`config.mk`:
```
export PLATFORM = sky130hd
export DESIGN_NAME = pipelined_addsub
export DESIGN_NICKNAME = d
export VERILOG_FILES = /design/src/rtl/pipelined_addsub_pkg.sv /design/src/rtl/pipelined_addsub_ripple_stage.sv /design/src/rtl/pipelined_addsub.sv
export SDC_FILE = /design/constraint.sdc
export NUM_CORES = 1
export LEC_CHECK = 0
export ABC_CLOCK_PERIOD_IN_PS = 7000
export CORE_ASPECT_RATIO = 0.7
export CORE_MARGIN = 2
export CORE_UTILIZATION = 25
export CTS_BUF_LIST = sky130_fd_sc_hd__clkbuf_16
export DETAILED_ROUTE_END_ITERATION = 7
export PLACE_DENSITY = 0.43
export SYNTH_ARGS = -nofsm -noshare
export SYNTH_HDL_FRONTEND = slang
export SYNTH_SLANG_ARGS = --single-unit
```
`constraint.sdc`:
```
create_clock -name clk -period 7 [get_ports clk]
set_input_delay 0.7 -clock clk [delete_from_list [all_inputs] [get_ports clk]]
set_output_delay 0.7 -clock clk [all_outputs]
set_load 0.01 [all_outputs]
```
`src/rtl/pipelined_addsub_pkg.sv`:
```
// Shared definitions for the pipelined adder/subtractor.
// Contents:
//   DEFAULT_WIDTH / DEFAULT_STAGES : default operand width and pipeline depth
//   op_e                           : operation select encoding (add / sub)
//   chunk_width()                  : bits handled by each pipeline stage
//   split_ok()                     : elaboration check that WIDTH splits evenly
//   ovf_flag()                     : signed overflow from the two top carries
package pipelined_addsub_pkg;

  localparam int DEFAULT_WIDTH  = 32'sd64;
  localparam int DEFAULT_STAGES = 32'sd4;

  typedef enum logic {
    OP_ADD = 1'b0,
    OP_SUB = 1'b1
  } op_e;

  // Each stage ripples through one equal slice of the operand.
  function automatic int chunk_width(input int width, input int stages);
    return width / stages;
  endfunction

  // The operand must split into STAGES equal, non-empty chunks.
  function automatic bit split_ok(input int width, input int stages);
    return (stages > 32'sd0) && (width >= stages) && ((width % stages) == 32'sd0);
  endfunction

  // Two's-complement overflow: carry into the MSB differs from carry out of it.
  function automatic logic ovf_flag(input logic carry_msb, input logic carry_out);
    return carry_msb ^ carry_out;
  endfunction

endpackage

```
`src/rtl/pipelined_addsub_ripple_stage.sv`:
```
// Combinational ripple-carry slice used by every pipeline stage.
//
// full_adder   : one-bit full adder cell (a, b, ci -> s, co).
// ripple_stage : CHUNK full adders chained LSB to MSB.
//   a, b   in  CHUNK  operand slices (b already inverted for subtraction)
//   ci     in  1      carry into bit 0
//   s      out CHUNK  slice sum
//   co     out 1      carry out of the slice MSB
//   c_msb  out 1      carry into the slice MSB (needed for signed overflow)

module full_adder (
  input  logic a,
  input  logic b,
  input  logic ci,
  output logic s,
  output logic co
);

  assign s  = a ^ b ^ ci;
  assign co = (a & b) | (ci & (a ^ b));

endmodule

module ripple_stage
  import pipelined_addsub_pkg::*;
#(
  parameter int CHUNK = chunk_width(DEFAULT_WIDTH, DEFAULT_STAGES)
) (
  input  logic [CHUNK-1:0] a,
  input  logic [CHUNK-1:0] b,
  input  logic             ci,
  output logic [CHUNK-1:0] s,
  output logic             co,
  output logic             c_msb
);

  // carry_s[i] is the carry into bit i; carry_s[CHUNK] leaves the slice.
  logic [CHUNK:0] carry_s;

  assign carry_s[0] = ci;

  for (genvar i = 0; i < CHUNK; i++) begin : g_bit
    full_adder u_fa (
      .a  (a[i]),
      .b  (b[i]),
      .ci (carry_s[i]),
      .s  (s[i]),
      .co (carry_s[i+1])
    );
  end

  assign co    = carry_s[CHUNK];
  assign c_msb = carry_s[CHUNK-1];

endmodule

```
`src/rtl/pipelined_addsub.sv`:
```
// Pipelined ripple-carry adder/subtractor.
//
// The WIDTH-bit operation is split into STAGES chunks of CHUNK bits. The
// operation is first captured in an input register (with b inverted and the
// initial carry fixed up for subtraction), then each stage ripples one chunk
// and registers its carry. Unconsumed operand chunks and already-computed sum
// chunks travel in skew registers so the whole result leaves at once.
// An operation accepted at edge N is presented after edge N+STAGES.
//
// Ports:
//   clk        in   1      clock, rising edge
//   rst        in   1      synchronous active-high reset
//   in_valid   in   1      operation offered
//   in_ready   out  1      operation accepted this cycle (= global advance)
//   a, b       in   WIDTH  operands
//   cin        in   1      carry-in (add) / borrow-in (sub)
//   sub        in   1      0: a+b+cin   1: a-b-cin
//   out_valid  out  1      result held on the outputs
//   out_ready  in   1      consumer takes the result
//   sum        out  WIDTH  result modulo 2^WIDTH
//   cout       out  1      carry out of MSB (sub: 1 = no borrow)
//   ovf        out  1      two's-complement overflow
//   zero       out  1      sum == 0
module pipelined_addsub
  import pipelined_addsub_pkg::*;
#(
  parameter int WIDTH  = DEFAULT_WIDTH,
  parameter int STAGES = DEFAULT_STAGES
) (
  input  logic             clk,
  input  logic             rst,
  input  logic             in_valid,
  output logic             in_ready,
  input  logic [WIDTH-1:0] a,
  input  logic [WIDTH-1:0] b,
  input  logic             cin,
  input  logic             sub,
  output logic             out_valid,
  input  logic             out_ready,
  output logic [WIDTH-1:0] sum,
  output logic             cout,
  output logic             ovf,
  output logic             zero
);

  localparam int CHUNK = chunk_width(WIDTH, STAGES);

  if (!split_ok(WIDTH, STAGES)) begin : g_bad_split
    $error("pipelined_addsub: WIDTH must be a positive multiple of STAGES");
  end

  // Global advance: the whole pipeline moves together or not at all, so a
  // stalled result never gets overwritten and bubbles stay where they are.
  logic adv_s;
  op_e  op_s;

  logic             valid0_r;
  logic [WIDTH-1:0] op_a_r;
  logic [WIDTH-1:0] op_b_r;
  logic             carry0_r;

  logic             out_valid_r;
  logic [WIDTH-1:0] sum_r;
  logic             cout_r;
  logic             ovf_r;
  logic             zero_r;

  assign op_s     = op_e'(sub);
  assign adv_s    = out_ready | ~out_valid_r;
  assign in_ready = adv_s;

  assign out_valid = out_valid_r;
  assign sum       = sum_r;
  assign cout      = cout_r;
  assign ovf       = ovf_r;
  assign zero      = zero_r;

  // Operand capture: subtraction becomes a + ~b + ~cin, so only b' and c0 travel on.
  always_ff @(posedge clk) begin
    if (rst) begin
      valid0_r <= 1'b0;
      op_a_r   <= {WIDTH{1'b0}};
      op_b_r   <= {WIDTH{1'b0}};
      carry0_r <= 1'b0;
    end else if (adv_s) begin
      valid0_r <= in_valid;
      op_a_r   <= a;
      op_b_r   <= (op_s == OP_SUB) ? ~b : b;
      carry0_r <= (op_s == OP_SUB) ? ~cin : cin;
    end
  end

  for (genvar k = 0; k < STAGES; k++) begin : g_stage
    // LO: result bits already produced by earlier stages.
    // REM: operand bits not yet consumed (the lowest CHUNK are this stage's).
    localparam int LO  = k * CHUNK;
    localparam int REM = WIDTH - LO;

    logic [REM-1:0]      a_s;
    logic [REM-1:0]      b_s;
    logic                carry_in_s;
    logic                valid_s;
    logic [CHUNK-1:0]    chunk_sum_s;
    logic                chunk_cout_s;
    logic [LO+CHUNK-1:0] sum_s;

    if (k == 0) begin : g_src
      assign a_s        = op_a_r;
      assign b_s        = op_b_r;
      assign carry_in_s = carry0_r;
      assign valid_s    = valid0_r;
      assign sum_s      = chunk_sum_s;
    end else begin : g_src
      logic [REM-1:0] a_r;
      logic [REM-1:0] b_r;
      logic [LO-1:0]  lo_r;
      logic           c_r;
      logic           v_r;

      // Skew registers: shift out the consumed chunk, keep the partial sum, carry the ripple carry.
      always_ff @(posedge clk) begin
        if (rst) begin
          v_r  <= 1'b0;
          c_r  <= 1'b0;
          a_r  <= {REM{1'b0}};
          b_r  <= {REM{1'b0}};
          lo_r <= {LO{1'b0}};
        end else if (adv_s) begin
          v_r  <= g_stage[k-1].valid_s;
          c_r  <= g_stage[k-1].chunk_cout_s;
          a_r  <= g_stage[k-1].a_s[REM+CHUNK-1:CHUNK];
          b_r  <= g_stage[k-1].b_s[REM+CHUNK-1:CHUNK];
          lo_r <= g_stage[k-1].sum_s;
        end
      end

      assign a_s        = a_r;
      assign b_s        = b_r;
      assign carry_in_s = c_r;
      assign valid_s    = v_r;
      assign sum_s      = {chunk_sum_s, lo_r};
    end

    if (k == STAGES - 1) begin : g_tail
      logic cmsb_s;
      logic [WIDTH-1:0] full_sum_s;

      ripple_stage #(.CHUNK(CHUNK)) u_ripple (
        .a     (a_s[CHUNK-1:0]),
        .b     (b_s[CHUNK-1:0]),
        .ci    (carry_in_s),
        .s     (chunk_sum_s),
        .co    (chunk_cout_s),
        .c_msb (cmsb_s)
      );

      assign full_sum_s = sum_s;

      // Result register: flags are derived here from the complete sum and the top carries.
      always_ff @(posedge clk) begin
        if (rst) begin
          out_valid_r <= 1'b0;
          sum_r       <= {WIDTH{1'b0}};
          cout_r      <= 1'b0;
          ovf_r       <= 1'b0;
          zero_r      <= 1'b0;
        end else if (adv_s) begin
          out_valid_r <= valid_s;
          sum_r       <= full_sum_s;
          cout_r      <= chunk_cout_s;
          ovf_r       <= ovf_flag(cmsb_s, chunk_cout_s);
          zero_r      <= (full_sum_s == {WIDTH{1'b0}});
        end
      end
    end else begin : g_body
      // The carry into a middle chunk's MSB carries no meaning for the result.
      logic cmsb_unused_s;

      ripple_stage #(.CHUNK(CHUNK)) u_ripple (
        .a     (a_s[CHUNK-1:0]),
        .b     (b_s[CHUNK-1:0]),
        .ci    (carry_in_s),
        .s     (chunk_sum_s),
        .co    (chunk_cout_s),
        .c_msb (cmsb_unused_s)
      );
    end
  end

endmodule
```
======== After elaboration in Yosys (flattened, before gate mapping) ========
Index checks and enable logic that the tools add are counted.
word-level totals
  bits in registers ....................... 492
  input bits .............................. 134
  output and inout port bits .............. 69
  word-level logic and storage cells ...... 352
cells by class
  mux-type cells .......................... 2
  bitwise gates (word level) .............. 325
  reductions and logical operators ........ 1
operators with widths
  kind              count
  $xor 1x1->1       129
  $and 1x1->1       128
  $or 1x1->1        65
  $logic_not 64->1  1
  $mux 64           1
  $not 64->64       1
  $not 1->1         2
  $mux 1            1

======== Depth between registers and ports, before layout ========
  depth after elaboration ................. 34
  gate-level depth with buffers ........... 22
  gate-level depth less buffers ........... 22

======== Hierarchy ========
Synthesis repeated with hierarchy kept, for this count alone.
second synthesis, totals
  cells, all modules ...................... 2228
  area, all modules ....................... 19004.5 um^2
modules (own cells, without submodules)
  module            instances  cells an instance  area each (um^2)  seq. area each (um^2)
  pipelined_addsub  1          2164               17723.2           9849.4
  full_adder        64         1                  20.0              0.0

======== Worst setup path after synthesis ========
Ideal clock, no wire load.
  path kind ............................... flip-flop to flip-flop
  from .................................... register g_stage[2].g_src.c_r
  to ...................................... register g_stage[3].g_src.lo_r[47]
  setup time .............................. 87 ps
  arrival time ............................ 7490 ps
  required time ........................... 6913 ps
  setup slack ............................. -577 ps
  cell stages (with the launch flop) ...... 21
  path buffers ............................ 0
  clock period less this slack ............ 7577 ps
  cell sequence ........................... dfxtp_1 -> inv_1 -> fa_1 -> inv_1 -> fa_1 -> fa_1 -> fa_1 -> fa_1 -> fa_1 -> fa_1 -> fa_1 -> fa_1 -> fa_1 -> fa_1 -> fa_1 -> fa_1 -> fa_1 -> fa_1 -> inv_1 -> fa_1 -> a211oi_1
between the ends
  cells in the longest elaborated chain, start to end .. 31
ends and longest elaborated chain
  what                    line                                 RTL
  start, declared         pipelined_addsub.sv:117              logic c_r;
  start signal, assigned  pipelined_addsub.sv:130              c_r <= g_stage[k-1].chunk_cout_s;
  $and 1x1->1             pipelined_addsub_ripple_stage.sv:20  assign co = (a & b) | (ci & (a ^ b));
  $or 1x1->1              pipelined_addsub_ripple_stage.sv:20
  $and 1x1->1             pipelined_addsub_ripple_stage.sv:20
  $or 1x1->1              pipelined_addsub_ripple_stage.sv:20
  $and 1x1->1             pipelined_addsub_ripple_stage.sv:20
  $or 1x1->1              pipelined_addsub_ripple_stage.sv:20
  $and 1x1->1             pipelined_addsub_ripple_stage.sv:20
  $or 1x1->1              pipelined_addsub_ripple_stage.sv:20
  (+15 left out)          n/a
  $or 1x1->1              pipelined_addsub_ripple_stage.sv:20
  $and 1x1->1             pipelined_addsub_ripple_stage.sv:20
  $or 1x1->1              pipelined_addsub_ripple_stage.sv:20
  $and 1x1->1             pipelined_addsub_ripple_stage.sv:20
  $or 1x1->1              pipelined_addsub_ripple_stage.sv:20
  $and 1x1->1             pipelined_addsub_ripple_stage.sv:20
  $or 1x1->1              pipelined_addsub_ripple_stage.sv:20
  $xor 1x1->1             pipelined_addsub_ripple_stage.sv:19  assign s = a ^ b ^ ci;
  end signal, assigned    pipelined_addsub.sv:127              lo_r <= {LO{1'b0}};
  end signal, assigned    pipelined_addsub.sv:133              lo_r <= g_stage[k-1].sum_s;
  end, declared           pipelined_addsub.sv:116              logic [LO-1:0] lo_r;
No other way between the ends.
A chain may end at the register's enable or synchronous reset.

======== Final worst setup path ========
  from .................................... register g_stage[3].g_src.b_r[0]
  to ...................................... register zero_r (netlist: zero)
between the ends
  cells in the longest elaborated chain, start to end .. 33
  elaborated cells between the ends (all ways) .. 49
  those cells by class .................... bitwise (48); reduce/logical (1)
ends and longest elaborated chain
  what                                             line                                 RTL
  start, declared                                  pipelined_addsub.sv:115              logic [REM-1:0] b_r;
  start signal, assigned                           pipelined_addsub.sv:126              b_r <= {REM{1'b0}};
  start signal, assigned                           pipelined_addsub.sv:132              b_r <= g_stage[k-1].b_s[REM+CHUNK-1:CHUNK];
  $xor 1x1->1                                      pipelined_addsub_ripple_stage.sv:20
  $and 1x1->1                                      pipelined_addsub_ripple_stage.sv:20
  $or 1x1->1 (*)                                   pipelined_addsub_ripple_stage.sv:20
  $and 1x1->1 (*)                                  pipelined_addsub_ripple_stage.sv:20
  $or 1x1->1 (*)                                   pipelined_addsub_ripple_stage.sv:20
  $and 1x1->1 (*)                                  pipelined_addsub_ripple_stage.sv:20
  $or 1x1->1 (*)                                   pipelined_addsub_ripple_stage.sv:20
  $and 1x1->1 (*)                                  pipelined_addsub_ripple_stage.sv:20
  (+18 left out)                                   n/a
  $or 1x1->1 (*)                                   pipelined_addsub_ripple_stage.sv:20
  $and 1x1->1 (*)                                  pipelined_addsub_ripple_stage.sv:20
  $or 1x1->1 (*)                                   pipelined_addsub_ripple_stage.sv:20
  $and 1x1->1 (*)                                  pipelined_addsub_ripple_stage.sv:20
  $or 1x1->1 (*)                                   pipelined_addsub_ripple_stage.sv:20
  $xor 1x1->1 (*)                                  pipelined_addsub_ripple_stage.sv:19
  via g_stage[3].g_tail.u_ripple.g_bit[15].u_fa.s  pipelined_addsub_ripple_stage.sv:15  output logic s,
  $logic_not 64->1 (*)                             pipelined_addsub.sv:172              zero_r <= (full_sum_s == {WIDTH{1'b0}});
  end signal, assigned                             pipelined_addsub.sv:172
  end, declared                                    pipelined_addsub.sv:66               logic zero_r;
The timed path passes the listed nets; every way through them passes the cells marked *.

==> impl_results.html <==
<table>
<tr><th>Metric</th><th>Value</th></tr>
<tr><th colspan="2">Setup path</th></tr>
<tr><td>CP max stage delay</td><td>~540 ps</td></tr>
<tr><td>Most frequent cell on the critical path</td><td>sky130_fd_sc_hd__fa_2</td></tr>
<tr><td>Nature of the critical path endpoint</td><td>flip-flop</td></tr>
<tr><td>Dominant delay contributor by cell family on the critical path</td><td>adder cells</td></tr>
<tr><td>CP arrival</td><td>approximately 7500 ps</td></tr>
<tr><td>Count of cells along the worst register-to-register path</td><td>22</td></tr>
<tr><td>Category of the most critical setup path</td><td>reg2reg</td></tr>
<tr><td>Critical path depth</td><td>22</td></tr>
<tr><td>Critical R2R Launch</td><td>g_stage[3].b_s[0]</td></tr>
<tr><td>Category of the worst setup path launch point</td><td>flip-flop</td></tr>
<tr><td>CP max FO</td><td>2</td></tr>
<tr><td>Critical-path cell list</td><td>fa_2, fa_2, fa_2, fa_2, fa_2, fa_2, fa_2, fa_2, fa_2, fa_2, fa_2, fa_2, inv_2, fa_1, inv_2, fa_2, fa_2, fa_1, nor4_2, nand4_1, or3_1, o21ai_1</td></tr>
<tr><td>Setup slack of the worst register-to-register path</td><td>around 26 ps</td></tr>
<tr><td>Terminus of the critical flop-to-flop path</td><td>zero</td></tr>
<tr><td>Data required time at the worst endpoint</td><td>between 7000 and 8000 ps</td></tr>
<tr><td>Crit-path slowest cell</td><td>sky130_fd_sc_hd__fa_1</td></tr>
<tr><td>Crit path buffers/inverters</td><td>2</td></tr>
<tr><th colspan="2">Power</th></tr>
<tr><td>Net switching component of the power</td><td>around 1.5 mW</td></tr>
<tr><td>VDD IR-drop max</td><td>0.0001738 V</td></tr>
<tr><td>Cell Pwr Density</td><td>approximately 270 nW/um^2</td></tr>
<tr><td>Combinational share of power</td><td>0.071</td></tr>
<tr><td>Cell internal power dissipation</td><td>between 4 and 5 mW</td></tr>
<tr><td>Portion of total power attributed to sequential cells</td><td>0.481</td></tr>
<tr><td>Reported leakage power</td><td>between 8 and 9 nW</td></tr>
<tr><td>Clock network fraction of total power</td><td>0.448</td></tr>
<tr><td>Final Total Pwr</td><td>6.304 mW</td></tr>
<tr><td>Switching Fraction</td><td>0.2348</td></tr>
<tr><th colspan="2">Floorplanning</th></tr>
<tr><td>Area of the die</td><td>a little under 80000 um^2</td></tr>
<tr><td>Area of the core</td><td>~75000 um^2</td></tr>
<tr><td>Io pins</td><td>just over 200</td></tr>
<tr><td>Chip Height</td><td>between 200 and 250 um</td></tr>
<tr><td>Placement Rows</td><td>84</td></tr>
<tr><td>Initial core utilization</td><td>0.2528</td></tr>
<tr><td>Die Span X</td><td>~330 um</td></tr>
<tr><th colspan="2">Logic synthesis</th></tr>
<tr><td>Post-Syn Instances</td><td>between 2k and 2.5k</td></tr>
<tr><td>Unique cell type count in the Yosys netlist</td><td>26</td></tr>
<tr><td>Number of synthesis warnings</td><td>0</td></tr>
<tr><td>Netlist area before placement</td><td>about 19000 um^2</td></tr>
<tr><td>Syn nets</td><td>between 2k and 2.5k</td></tr>
<tr><td>Post-synth ARST share</td><td>0</td></tr>
<tr><td>Share of the yosys chip area belonging to registers</td><td>0.5177</td></tr>
<tr><td>Average cell area after synthesis</td><td>8.490 um^2</td></tr>
<tr><td>Most instantiated flip-flop cell in the synthesis netlist</td><td>sky130_fd_sc_hd__dfxtp_1</td></tr>
<tr><td>Total of flip-flops plus latches after synthesis</td><td>slightly below 500</td></tr>
<tr><td>EDFF count, synth</td><td>0</td></tr>
<tr><th colspan="2">GRT</th></tr>
<tr><td>Antenna violations before repair</td><td>4</td></tr>
<tr><td>First-pass GRT wire length</td><td>79720 um</td></tr>
<tr><td>Maximum number of pins on one net before global-route repair</td><td>roughly 220</td></tr>
<tr><td>Number of global-route vias before repair</td><td>between 10k and 15k</td></tr>
<tr><td>Grt ovf</td><td>0</td></tr>
<tr><td>Total routing resource utilization after global routing</td><td>0.1243</td></tr>
<tr><th colspan="2">Layout</th></tr>
<tr><td>Area occupied by multi-input gates</td><td>8398 um^2</td></tr>
<tr><td>Highest-count cells in the layout ignoring fill and taps</td><td>sky130_fd_sc_hd__nand2_1, sky130_fd_sc_hd__dfxtp_1, sky130_fd_sc_hd__a21oi_1, sky130_fd_sc_hd__clkdlybuf4s50_1, sky130_fd_sc_hd__nor2_1</td></tr>
<tr><td>Layout cells sized above 1</td><td>0.07983</td></tr>
<tr><td>Utilization after layout</td><td>0.3122</td></tr>
<tr><td>Synthesis-to-finish area growth</td><td>23.49%</td></tr>
<tr><td>Flip-flop and latch area</td><td>~10000 um^2</td></tr>
<tr><td>Leading cell type in the layout, fill and taps excluded</td><td>sky130_fd_sc_hd__nand2_1</td></tr>
<tr><td>Fill cell count</td><td>between 7k and 8k</td></tr>
<tr><td>Total Nets Final</td><td>roughly 2.5k</td></tr>
<tr><td>Diode insertion count for antenna repair</td><td>0</td></tr>
<tr><th colspan="2">STA</th></tr>
<tr><td>Slack of the critical path</td><td>between 20 and 30 ps</td></tr>
<tr><td>Crit share post-route</td><td>0.9963</td></tr>
<tr><td>Setup violators final</td><td>0</td></tr>
<tr><td>Worst-case clock skew</td><td>approximately 19 ps</td></tr>
<tr><td>Peak clock frequency supported by timing</td><td>roughly 140 MHz</td></tr>
<tr><td>Slew at the pin closest to its max-slew limit</td><td>about 1200 ps</td></tr>
<tr><td>Worst relative slew slack</td><td>0.2201</td></tr>
<tr><td>Final max-slew violation count</td><td>0</td></tr>
<tr><td>Fin. Hold Viols</td><td>0</td></tr>
<tr><td>Worst hold slack</td><td>448.7 ps</td></tr>
<tr><td>Unrepaired setup endpoints after global routing</td><td>true</td></tr>
<tr><td>Shortest clock period the worst path allows after layout</td><td>about 7000 ps</td></tr>
<tr><th colspan="2">Placement</th></tr>
<tr><td>Count of buffers from port buffering</td><td>between 200 and 250</td></tr>
<tr><td>Final GP Congestion</td><td>0.7295</td></tr>
<tr><td>Final HPWL from detailed placement</td><td>31190 um</td></tr>
<tr><td>Post-Place Setup Slack</td><td>-420.7 ps</td></tr>
<tr><th colspan="2">Drt</th></tr>
<tr><td>DRC violation count after routing</td><td>0</td></tr>
<tr><td>Via total after detailed routing</td><td>14.49k</td></tr>
<tr><td>Total routed wirelength</td><td>roughly 49000 um</td></tr>
<tr><td>Highest Signal Layer</td><td>met5</td></tr>
<tr><td>DRC violation total after the first TritonRoute iteration</td><td>874</td></tr>
<tr><td>WL per Instance</td><td>approximately 15 um</td></tr>
<tr><td>Detailed-routed wire length on met3</td><td>between 2000 and 2500 um</td></tr>
<tr><td>Met2 Wirelength</td><td>20080 um</td></tr>
<tr><td>Count of antenna-violating nets left after detailed routing</td><td>0</td></tr>
<tr><td>Met1 Routed Length</td><td>about 26000 um</td></tr>
<tr><td>Detailed Routing Iterations Pass 1</td><td>5</td></tr>
<tr><td>Routed vias/inst</td><td>4.301</td></tr>
<tr><th colspan="2">Worst hold path</th></tr>
<tr><td>Worst min-delay path category</td><td>reg2reg</td></tr>
<tr><td>End point of the worst hold path</td><td>g_stage[1].b_s[44]</td></tr>
<tr><td>Hold Startpoint</td><td>g_stage[1].b_s[44]</td></tr>
<tr><td>Depth of the worst hold-timing path</td><td>2</td></tr>
<tr><th colspan="2">CTS</th></tr>
<tr><td>Buffer type at the clock tree root</td><td>sky130_fd_sc_hd__clkbuf_16</td></tr>
<tr><td>Maximum level of the CTS H-tree</td><td>2</td></tr>
<tr><td>TritonCTS clock tree</td><td>done</td></tr>
<tr><td>Clock slew seen by the registers of the worst setup and hold paths</td><td>about 60 ps</td></tr>
<tr><td>Hold buffer count at cts</td><td>0</td></tr>
<tr><td>Clock network latency to the later pin of the worst-skew pair</td><td>600 ps</td></tr>
<tr><td>Sinks on Clock Net</td><td>around 490</td></tr>
<tr><td>CTS Buffer Depth</td><td>3</td></tr>
<tr><td>Num CTS Buffers</td><td>52</td></tr>
<tr><th colspan="2">Flow run</th></tr>
<tr><td>Count of max-cap constraint violations</td><td>0</td></tr>
<tr><th colspan="2">Status</th></tr>
<tr><td>Run status</td><td>finished clean</td></tr>
</table>
-- layout make-up --
class	count	share of cell area
clock buffer	53	0.05645
inverter	26	0.004473
timing repair buffer	217	0.09309
tap	989	0.05267
clock inverter	40	0.01662
sequential	492	0.4193
multi-input combinational	1552	0.3574
-- state kept, by name, summed over array words and instances, names as in the netlist, 3 cells and up --
name / count
g_stage.a_s: 160
g_stage.b_s: 160
g_stage.g_src.lo_r: 96
sum: 64
g_stage.carry_in_s: 3
g_stage.g_src.v_r: 3
-- synthesized netlist by cell type, types with 3 or more instances --
master	number	area share
sky130_fd_sc_hd__a211oi_1	41	0.016
sky130_fd_sc_hd__a211oi_2	35	0.023
sky130_fd_sc_hd__a21oi_1	414	0.11
sky130_fd_sc_hd__buf_1	10	0.0020
sky130_fd_sc_hd__buf_2	64	0.017
sky130_fd_sc_hd__buf_4	24	0.0095
sky130_fd_sc_hd__buf_6	3	0.0018
sky130_fd_sc_hd__clkbuf_1	70	0.014
sky130_fd_sc_hd__dfxtp_1	492	0.52
sky130_fd_sc_hd__fa_1	64	0.067
sky130_fd_sc_hd__inv_1	25	0.0049
sky130_fd_sc_hd__nand2_1	828	0.16
sky130_fd_sc_hd__nand4_1	3	0.00099
sky130_fd_sc_hd__nor2_1	79	0.016
sky130_fd_sc_hd__nor4_1	12	0.0039
sky130_fd_sc_hd__or4_1	3	0.0012
sky130_fd_sc_hd__xnor2_1	63	0.029
sky130_fd_sc_hd__xor2_1	3	0.0014
-- kinds of logic (layout without fill, tap and decap cells) --
family / count (synthesis) / in the layout / share of synthesized area
compound gates: 491 / 491 / 0.1484
xor+xnor: 66 / 66 / 0.03038
fa+ha+maj: 64 / 64 / 0.06734
buf+inv: 197 / 336 / 0.04899
flops: 492 / 492 / 0.5177
simple gates: 931 / 931 / 0.1872
-- power groups by stage --
stage / logic [mW] / clock network, mW / registers [mW]
after global placement: 0.451 / 0 / 3.09
after CTS: 0.460 / 2.94 / 3.03
after detailed placement: 0.454 / 0 / 3.09
after floorplan: 0.268 / 0 / 3.07
final: 0.447 / 2.83 / 3.03
after global routing: 0.509 / 3.05 / 3.05
-- how the worst max path moves through the flow --
stage / startpoint / endpoint / slack (ps)
5_1_grt: g_stage[3].b_s[0] / zero / -170
3_3_place_gp: g_stage[3].carry_in_s / zero / -290
6_report: g_stage[3].b_s[0] / zero / 30
3_5_place_dp: g_stage[3].carry_in_s / zero / -420
2_1_floorplan: g_stage[2].carry_in_s / g_stage[3].g_src.lo_r[47] / 0.2
4_1_cts: g_stage[3].b_s[0] / zero / -230
-- stage by stage --
step	setup TNS, ps	cells	cell area [um^2]
floorplan	0	2241	19130
global placement	-884.3	3274	21720
global route	-168.8	3369	23500
finish	0	3369	23500
CTS	-234.5	3369	23480
detailed placement	-1244	3274	21720
-- per-layer routing --
metal | up-vias | GRT usage
li1 | 7441 | -
met2 | 201 | 0.1790
met4 | 6 | 0.02907
met1 | 6779 | 0.1846
met3 | 62 | 0.03078
met5 | - | 0
-- tightest hold or removal path, stage by stage (launching register included) --
cell and delay (ps):
sky130_fd_sc_hd__dfxtp_1 310, sky130_fd_sc_hd__nand2_1 50, sky130_fd_sc_hd__a21oi_1 50
-- timing repair --
item / CTS / global route
buffers inserted: 2 / 0
pin swaps: 21 / 29
resized for setup: 16 / 6
setup endpoints to repair: 6 / 4
(Power assumes the default switching activity.)
